## config.mk

```make
export PLATFORM = sky130hd
export DESIGN_NAME = prime_sim
export DESIGN_NICKNAME = d
export VERILOG_FILES = /design/src/rtl/prime_sim_pkg.sv /design/src/rtl/prime_sim_bitram.sv /design/src/rtl/prime_sim.sv
export SDC_FILE = /design/constraint.sdc
export NUM_CORES = 2
export LEC_CHECK = 0
export CORE_ASPECT_RATIO = 1.1
export CORE_MARGIN = 3
export CORE_UTILIZATION = 45
export CTS_CLUSTER_SIZE = 20
export DETAILED_ROUTE_END_ITERATION = 8
export GPL_ROUTABILITY_DRIVEN = 1
export PLACE_DENSITY = 0.72
export SLEW_MARGIN = 20
export SYNTH_ARGS = -nofsm -noshare
export SYNTH_HDL_FRONTEND = slang
export SYNTH_HIERARCHICAL = 1
export SYNTH_SLANG_ARGS = --single-unit
```

## constraint.sdc

```tcl
create_clock -name clk -period 14.92 [get_ports clk]
set_input_delay 2.984 -clock clk [delete_from_list [all_inputs] [get_ports clk]]
set_output_delay 2.984 -clock clk [all_outputs]
set_load 0.005 [all_outputs]
```

## src/rtl/prime_sim_pkg.sv

```systemverilog
// Shared types and constants for the prime_sim sieve engine.
`timescale 1ns/1ps
package prime_sim_pkg;

  typedef enum logic [2:0] {
    S_IDLE,
    S_INIT,
    S_OUTER,
    S_CHECK,
    S_MARK,
    S_COUNT,
    S_DONE
  } state_e;

  localparam int LIMIT_DEF = 1024;
  localparam int RESULT_W  = 32;
  // j can overshoot LIMIT by up to i, so one bit beyond 65536 is needed.
  localparam int IDX_W     = 18;
  localparam int SQ_W      = 34;

  function automatic int addr_w(input int depth);
    return (depth > 2) ? $clog2(depth) : 1;
  endfunction

endpackage

```

## src/rtl/prime_sim_bitram.sv

```systemverilog
// Single-port DEPTH x 1 bit RAM: synchronous write, registered read-first output.
`timescale 1ns/1ps
module prime_sim_bitram
  import prime_sim_pkg::*;
#(
  parameter int DEPTH = LIMIT_DEF,
  parameter int AW    = addr_w(DEPTH)
) (
  input  logic          clk,
  input  logic [AW-1:0] addr_i,
  input  logic          we_i,
  input  logic          wdata_i,
  output logic          rdata_o
);

  logic mem [DEPTH];
  logic rdata_q;

  always_ff @(posedge clk) begin
    if (we_i) mem[addr_i] <= wdata_i;
    rdata_q <= mem[addr_i];
  end

  assign rdata_o = rdata_q;

endmodule

```

## src/rtl/prime_sim.sv

```systemverilog
// Sieve of Eratosthenes engine: counts primes below LIMIT into result, then sets finish_flag.
`timescale 1ns/1ps
module prime_sim
  import prime_sim_pkg::*;
#(
  parameter int LIMIT = LIMIT_DEF
) (
  input  logic                clk,
  input  logic                reset,
  input  logic                run_req,
  output logic                run_busy,
  input  logic                start_req,
  output logic                start_busy,
  input  logic                join_req,
  output logic                join_busy,
  input  logic                yield_req,
  output logic                yield_busy,
  output logic                finish_flag_out,
  input  logic                finish_flag_in,
  input  logic                finish_flag_we,
  output logic [RESULT_W-1:0] result_out,
  input  logic [RESULT_W-1:0] result_in,
  input  logic                result_we
);

  localparam int               AW       = addr_w(LIMIT);
  localparam logic [IDX_W-1:0] LIM_IDX  = IDX_W'(LIMIT);
  localparam logic [IDX_W-1:0] LIM_LAST = IDX_W'(LIMIT - 1);
  localparam logic [SQ_W-1:0]  LIM_SQ   = SQ_W'(LIMIT);

  state_e              state_q, state_d;
  logic [IDX_W-1:0]    i_q, i_d, j_q, j_d;
  logic [RESULT_W-1:0] acc_q, acc_d, result_q, result_d;
  logic                flag_q, flag_d;
  logic                cnt_vld_q, cnt_vld_d;
  logic [SQ_W-1:0]     i_sq;
  logic [IDX_W-1:0]    j_step;
  logic [AW-1:0]       ram_addr;
  logic                ram_we, ram_wdata, ram_rdata;
  logic                unused_inputs;

  assign unused_inputs = join_req ^ yield_req;

  assign i_sq   = SQ_W'(i_q) * SQ_W'(i_q);
  assign j_step = j_q + i_q;

  prime_sim_bitram #(.DEPTH(LIMIT), .AW(AW)) u_bitram (
    .clk     (clk),
    .addr_i  (ram_addr),
    .we_i    (ram_we),
    .wdata_i (ram_wdata),
    .rdata_o (ram_rdata)
  );

  always_comb begin
    state_d   = state_q;
    i_d       = i_q;
    j_d       = j_q;
    acc_d     = acc_q;
    cnt_vld_d = 1'b0;
    ram_addr  = AW'(j_q);
    ram_we    = 1'b0;
    ram_wdata = 1'b0;
    result_d  = result_we ? result_in : result_q;
    flag_d    = finish_flag_we ? finish_flag_in : flag_q;
    unique case (state_q)
      S_IDLE: begin
        if (run_req || start_req) begin
          state_d = S_INIT;
          j_d     = '0;
          acc_d   = '0;
        end
      end
      S_INIT: begin
        ram_we    = 1'b1;
        ram_wdata = 1'b1;
        if (j_q == LIM_LAST) begin
          i_d     = IDX_W'(2);
          state_d = S_OUTER;
        end else begin
          j_d = j_q + IDX_W'(1);
        end
      end
      S_OUTER: begin
        // Address issued here; RAM data is valid in CHECK on the next cycle.
        ram_addr = AW'(i_q);
        if (i_sq >= LIM_SQ) begin
          j_d     = IDX_W'(2);
          state_d = S_COUNT;
        end else begin
          state_d = S_CHECK;
        end
      end
      S_CHECK: begin
        if (ram_rdata) begin
          j_d     = i_sq[IDX_W-1:0];
          state_d = S_MARK;
        end else begin
          i_d     = i_q + IDX_W'(1);
          state_d = S_OUTER;
        end
      end
      S_MARK: begin
        ram_we = 1'b1;
        j_d    = j_step;
        if (j_step >= LIM_IDX) begin
          i_d     = i_q + IDX_W'(1);
          state_d = S_OUTER;
        end
      end
      S_COUNT: begin
        // Reads are pipelined one deep; cnt_vld_q marks the bit arriving this cycle.
        if (cnt_vld_q) acc_d = acc_q + RESULT_W'(ram_rdata);
        if (j_q < LIM_IDX) begin
          j_d       = j_q + IDX_W'(1);
          cnt_vld_d = 1'b1;
        end else if (!cnt_vld_q) begin
          state_d = S_DONE;
        end
      end
      S_DONE: begin
        result_d = acc_q;
        flag_d   = 1'b1;
        state_d  = S_IDLE;
      end
      default: state_d = S_IDLE;
    endcase
  end

  always_ff @(posedge clk or posedge reset) begin
    if (reset) begin
      state_q   <= S_IDLE;
      i_q       <= '0;
      j_q       <= '0;
      acc_q     <= '0;
      result_q  <= '0;
      flag_q    <= 1'b0;
      cnt_vld_q <= 1'b0;
    end else begin
      state_q   <= state_d;
      i_q       <= i_d;
      j_q       <= j_d;
      acc_q     <= acc_d;
      result_q  <= result_d;
      flag_q    <= flag_d;
      cnt_vld_q <= cnt_vld_d;
    end
  end

  assign run_busy        = (state_q != S_IDLE);
  assign start_busy      = run_busy;
  assign join_busy       = run_busy;
  assign yield_busy      = 1'b0;
  assign finish_flag_out = flag_q;
  assign result_out      = result_q;

endmodule

```

==> run_results.csv <==
group,metric,value,unit
synthesis,yosysWarnings,6,
synthesis,synth.distinct_cells,89,
finish,area_growth,9.22,%
timing,period_share,0.576,
synthesis,syn-instance-count,5227,
clocking,cts.htree.levels,3,
clocking,cts-root-buf,"clkbuf_16",
floorplanning,ios,78,
timing,maxSlewHeadroom,0.186,
route,post_drt_wl_per_cell,23.6,um
critical_path,crit_type,"reg2reg",
finish,antenna_cells,0,
placement,place.gp.congestion,0.906,
finish,layout_common_cells,"1219 x nor2_1, 1024 x edfxtp_1, 492 x mux2i_1, 335 x inv_1, 223 x fa_1",
global_route,grt_max_degree,212,
clocking,ctsHoldBuffers,0,
timing,hold_viol_final,0,
finish,finish.net_count,5486,
global_route,grt_pass1_wl,245000,um
finish,final_common_cell,"nor2_1",
timing,fin_tns_setup,0,ns
synthesis,async_flop_share,0.0929,
route,drt-total-wl,164000,um
clocking,cts.sinks,1130,
synthesis,synth-main-ff-cell,"edfxtp_1",
critical_path,crit_buf_inv,5,
placement,port_buffers,74,
floorplanning,start_util,0.455,
clocking,cts_max_path_buffers,3,
critical_path,required,15.50,ns
critical_path,crit_path_end_kind,"flip-flop",
critical_path,r2r_setup_slack,6.33,ns
synthesis,synth_seq_area_share,0.553,
critical_path,cp.arrival,9.18,ns
route,postRouteAntennaNets,0,
power,p_leak,24.0,nW
critical_path,cp_top_family,"adder cells",
finish,fill_cells,11400,
global_route,grt_overflow_total,0,
synthesis,synth_edf_count,1024,
power,p_per_area,145,nW/um^2
finish,final_layout_size_suffix_gt1_frac,0.0743,
worst_hold_path,hold_path_class,"reg2reg",
timing,period_needed,8.59,ns
synthesis,synthesis.nets,5619,
clocking,postCtsSetupRepairBufs,0,
clocking,cts.repair.resized,0,
floorplanning,die_h,390,um
timing,setup_violations,0,
route,num_vias,41200,
outcome,status,"finished clean",
floorplanning,dieArea,139000,um^2
global_route,antenna_found_initial,2,
floorplanning,rows,140,
timing,skew,0.0618,ns
power,power,0.00959,W
power,ir_worst_vdd,0.000147,V
route,drt_iter0_markers,5587,
clocking,cts_buffers,105,
timing,rsz0062_at_grt,"no",
synthesis,syn_area,60400,um^2
critical_path,crit_chain,"inv_1 > nor2_1 > fa_1 > inv_1 > fa_1 > inv_1 > fa_1 > fa_1 > fa_1 > inv_1 > fa_1 > inv_1 > ha_1 > nand2_1 > nor2_1 > a221o_1 > a311o_1 > o221ai_1 > o221ai_1 > or4b_4 > o21ai_4 > mux2_2",
route,drc_errors,0,
clocking,clk_latency,0.75,ns
route,firstDrtPassIters,7,
route,via_per_inst,5.92,
timing,slew_viol_final,0,
critical_path,slowest_stage,"dfrtp_1",
placement,place.detailed.hpwl,95400,um
timing,fmax,116,MHz
critical_path,crit_fanout,35,
critical_path,worst_path_largest_cell_delay,1.08,ns
global_route,grt_pass1_vias,40000,
synthesis,ys_seq_elements,1130,
critical_path,path_common_cell,"fa_1",
floorplanning,fp.dieW,355,um
clocking,cts_tree,"yes",
clocking,clkTransAtPathRegs,0.07,ns
global_route,grtUsageTotal,0.232,
synthesis,synth_area_per_cell,11.6,um^2
timing,worst_pin_slew,1.22,ns
job,maxCapViolCount,0,
floorplanning,core,133000,um^2
critical_path,cp-start-kind,"flip-flop",
[cell usage after synthesis (29+ instances only)]
library cell  instances  area, um^2
nor2_1             1221        4580
edfxtp_1           1024       30700
mux2i_1             492        4920
inv_1               337        1260
nand2_1             258         968
clkbuf_1            237         890
fa_1                223        4460
o22ai_1             200        1250
buf_2               129         646
ha_1                128        1600
dfrtp_1             105        2630
a21oi_1              94         470
and2_1               74         463
o21ai_0              71         355
nor4_1               53         332
nand3_1              50         250
xor2_1               42         368
nor3_1               38         190
mux4_2               32         721
xnor2_1              32         280
nand4_1              29         181
[kinds of logic after synthesis]
| logic type | synth area share |
|---|---|
| AO/OA/AOI/OAI | 0.0617 |
| XOR/XNOR | 0.0107 |
| adder cells (fa/ha/maj) | 0.100 |
| buffers and inverters | 0.0511 |
| flip-flops | 0.553 |
| multiplexers | 0.0951 |
| other | 0.0000620 |
| AND/OR/NAND/NOR | 0.128 |
[area by class of cell]
cell class / instances / area (um^2) / area share
clock inverters: 74 / 810 / 0.0123
inverters: 338 / 1280 / 0.0194
flip-flops and latches: 1130 / 33400 / 0.506
well taps: 1775 / 2220 / 0.0336
clock buffers: 121 / 2720 / 0.0412
repair buffers: 163 / 1420 / 0.0215
multi-input cells: 3356 / 24200 / 0.366
[flip-flops by register name, summed over array words and instances (netlist names)]
name	cells
u_bitram/mem	1024
acc_q	32
result_out	32
i_q	18
j_q	18
state_q	3
cnt_vld_q	1
finish_flag_out	1
u_bitram/rdata_o	1
[routing by layer]
layer | track usage | vias up | wire length (um)
met2 | 0.376 | 2242 | 76300
met5 | 0 | - | 0
li1 | - | 18000 | -
met3 | 0.0404 | 419 | 18900
met1 | 0.315 | 20600 | 62000
met4 | 0.0862 | 0 | 6620
[through the flow]
| stage | std cells | hold WS, ns | instance area (um^2) | utilization | worst slack (ns) |
|---|---|---|---|---|---|
| global route | 6957 | 0.565 | 66000 | 0.497 | 5.93 |
| CTS | 6957 | 0.519 | 66000 | 0.496 | 6.47 |
| detailed placement | 6762 | 0.499 | 62500 | 0.470 | 6.48 |
| global placement | 6762 | 0.485 | 62500 | 0.470 | 6.54 |
| finish | 6957 | 0.514 | 66000 | 0.497 | 6.33 |
| floorplan | 5227 | 0.489 | 60400 | - | 0.468 |
[report_power, final]
group | leakage [nW] | internal [W] | total (W) | switching, W
combinational | 11.6 | 0.000930 | 0.00279 | 0.00186
sequential | 10.7 | 0.00400 | 0.00405 | 0.0000594
clock | 1.71 | 0.00153 | 0.00274 | 0.00122
total | 24.0 | 0.00645 | 0.00959 | 0.00314
[worst reg2reg max path: cells and delay by family (launching register included)]
| family | cells | cell delay [ns] |
|---|---|---|
| AO/OA/AOI/OAI | 5 | 1.90 |
| AND/OR/NAND/NOR | 4 | 1.01 |
| multiplexers | 1 | 0.43 |
| flip-flops | 1 | 1.08 |
| buffers and inverters | 5 | 0.75 |
| adder cells (fa/ha/maj) | 7 | 3.31 |
[path summary, 6_finish.rpt]
kind	startpoint	cells after the start	end
max in group asynchronous	reset	3	j_q[15]
max reg2reg	i_q[10]	22	j_q[1]
min	finish_flag_out	2	finish_flag_out
min reg2reg	finish_flag_out	2	finish_flag_out
max	i_q[10]	22	j_q[1]
min in group asynchronous	reset	2	result_out[26]
No activity file was read; power rests on OpenSTA's default activity.
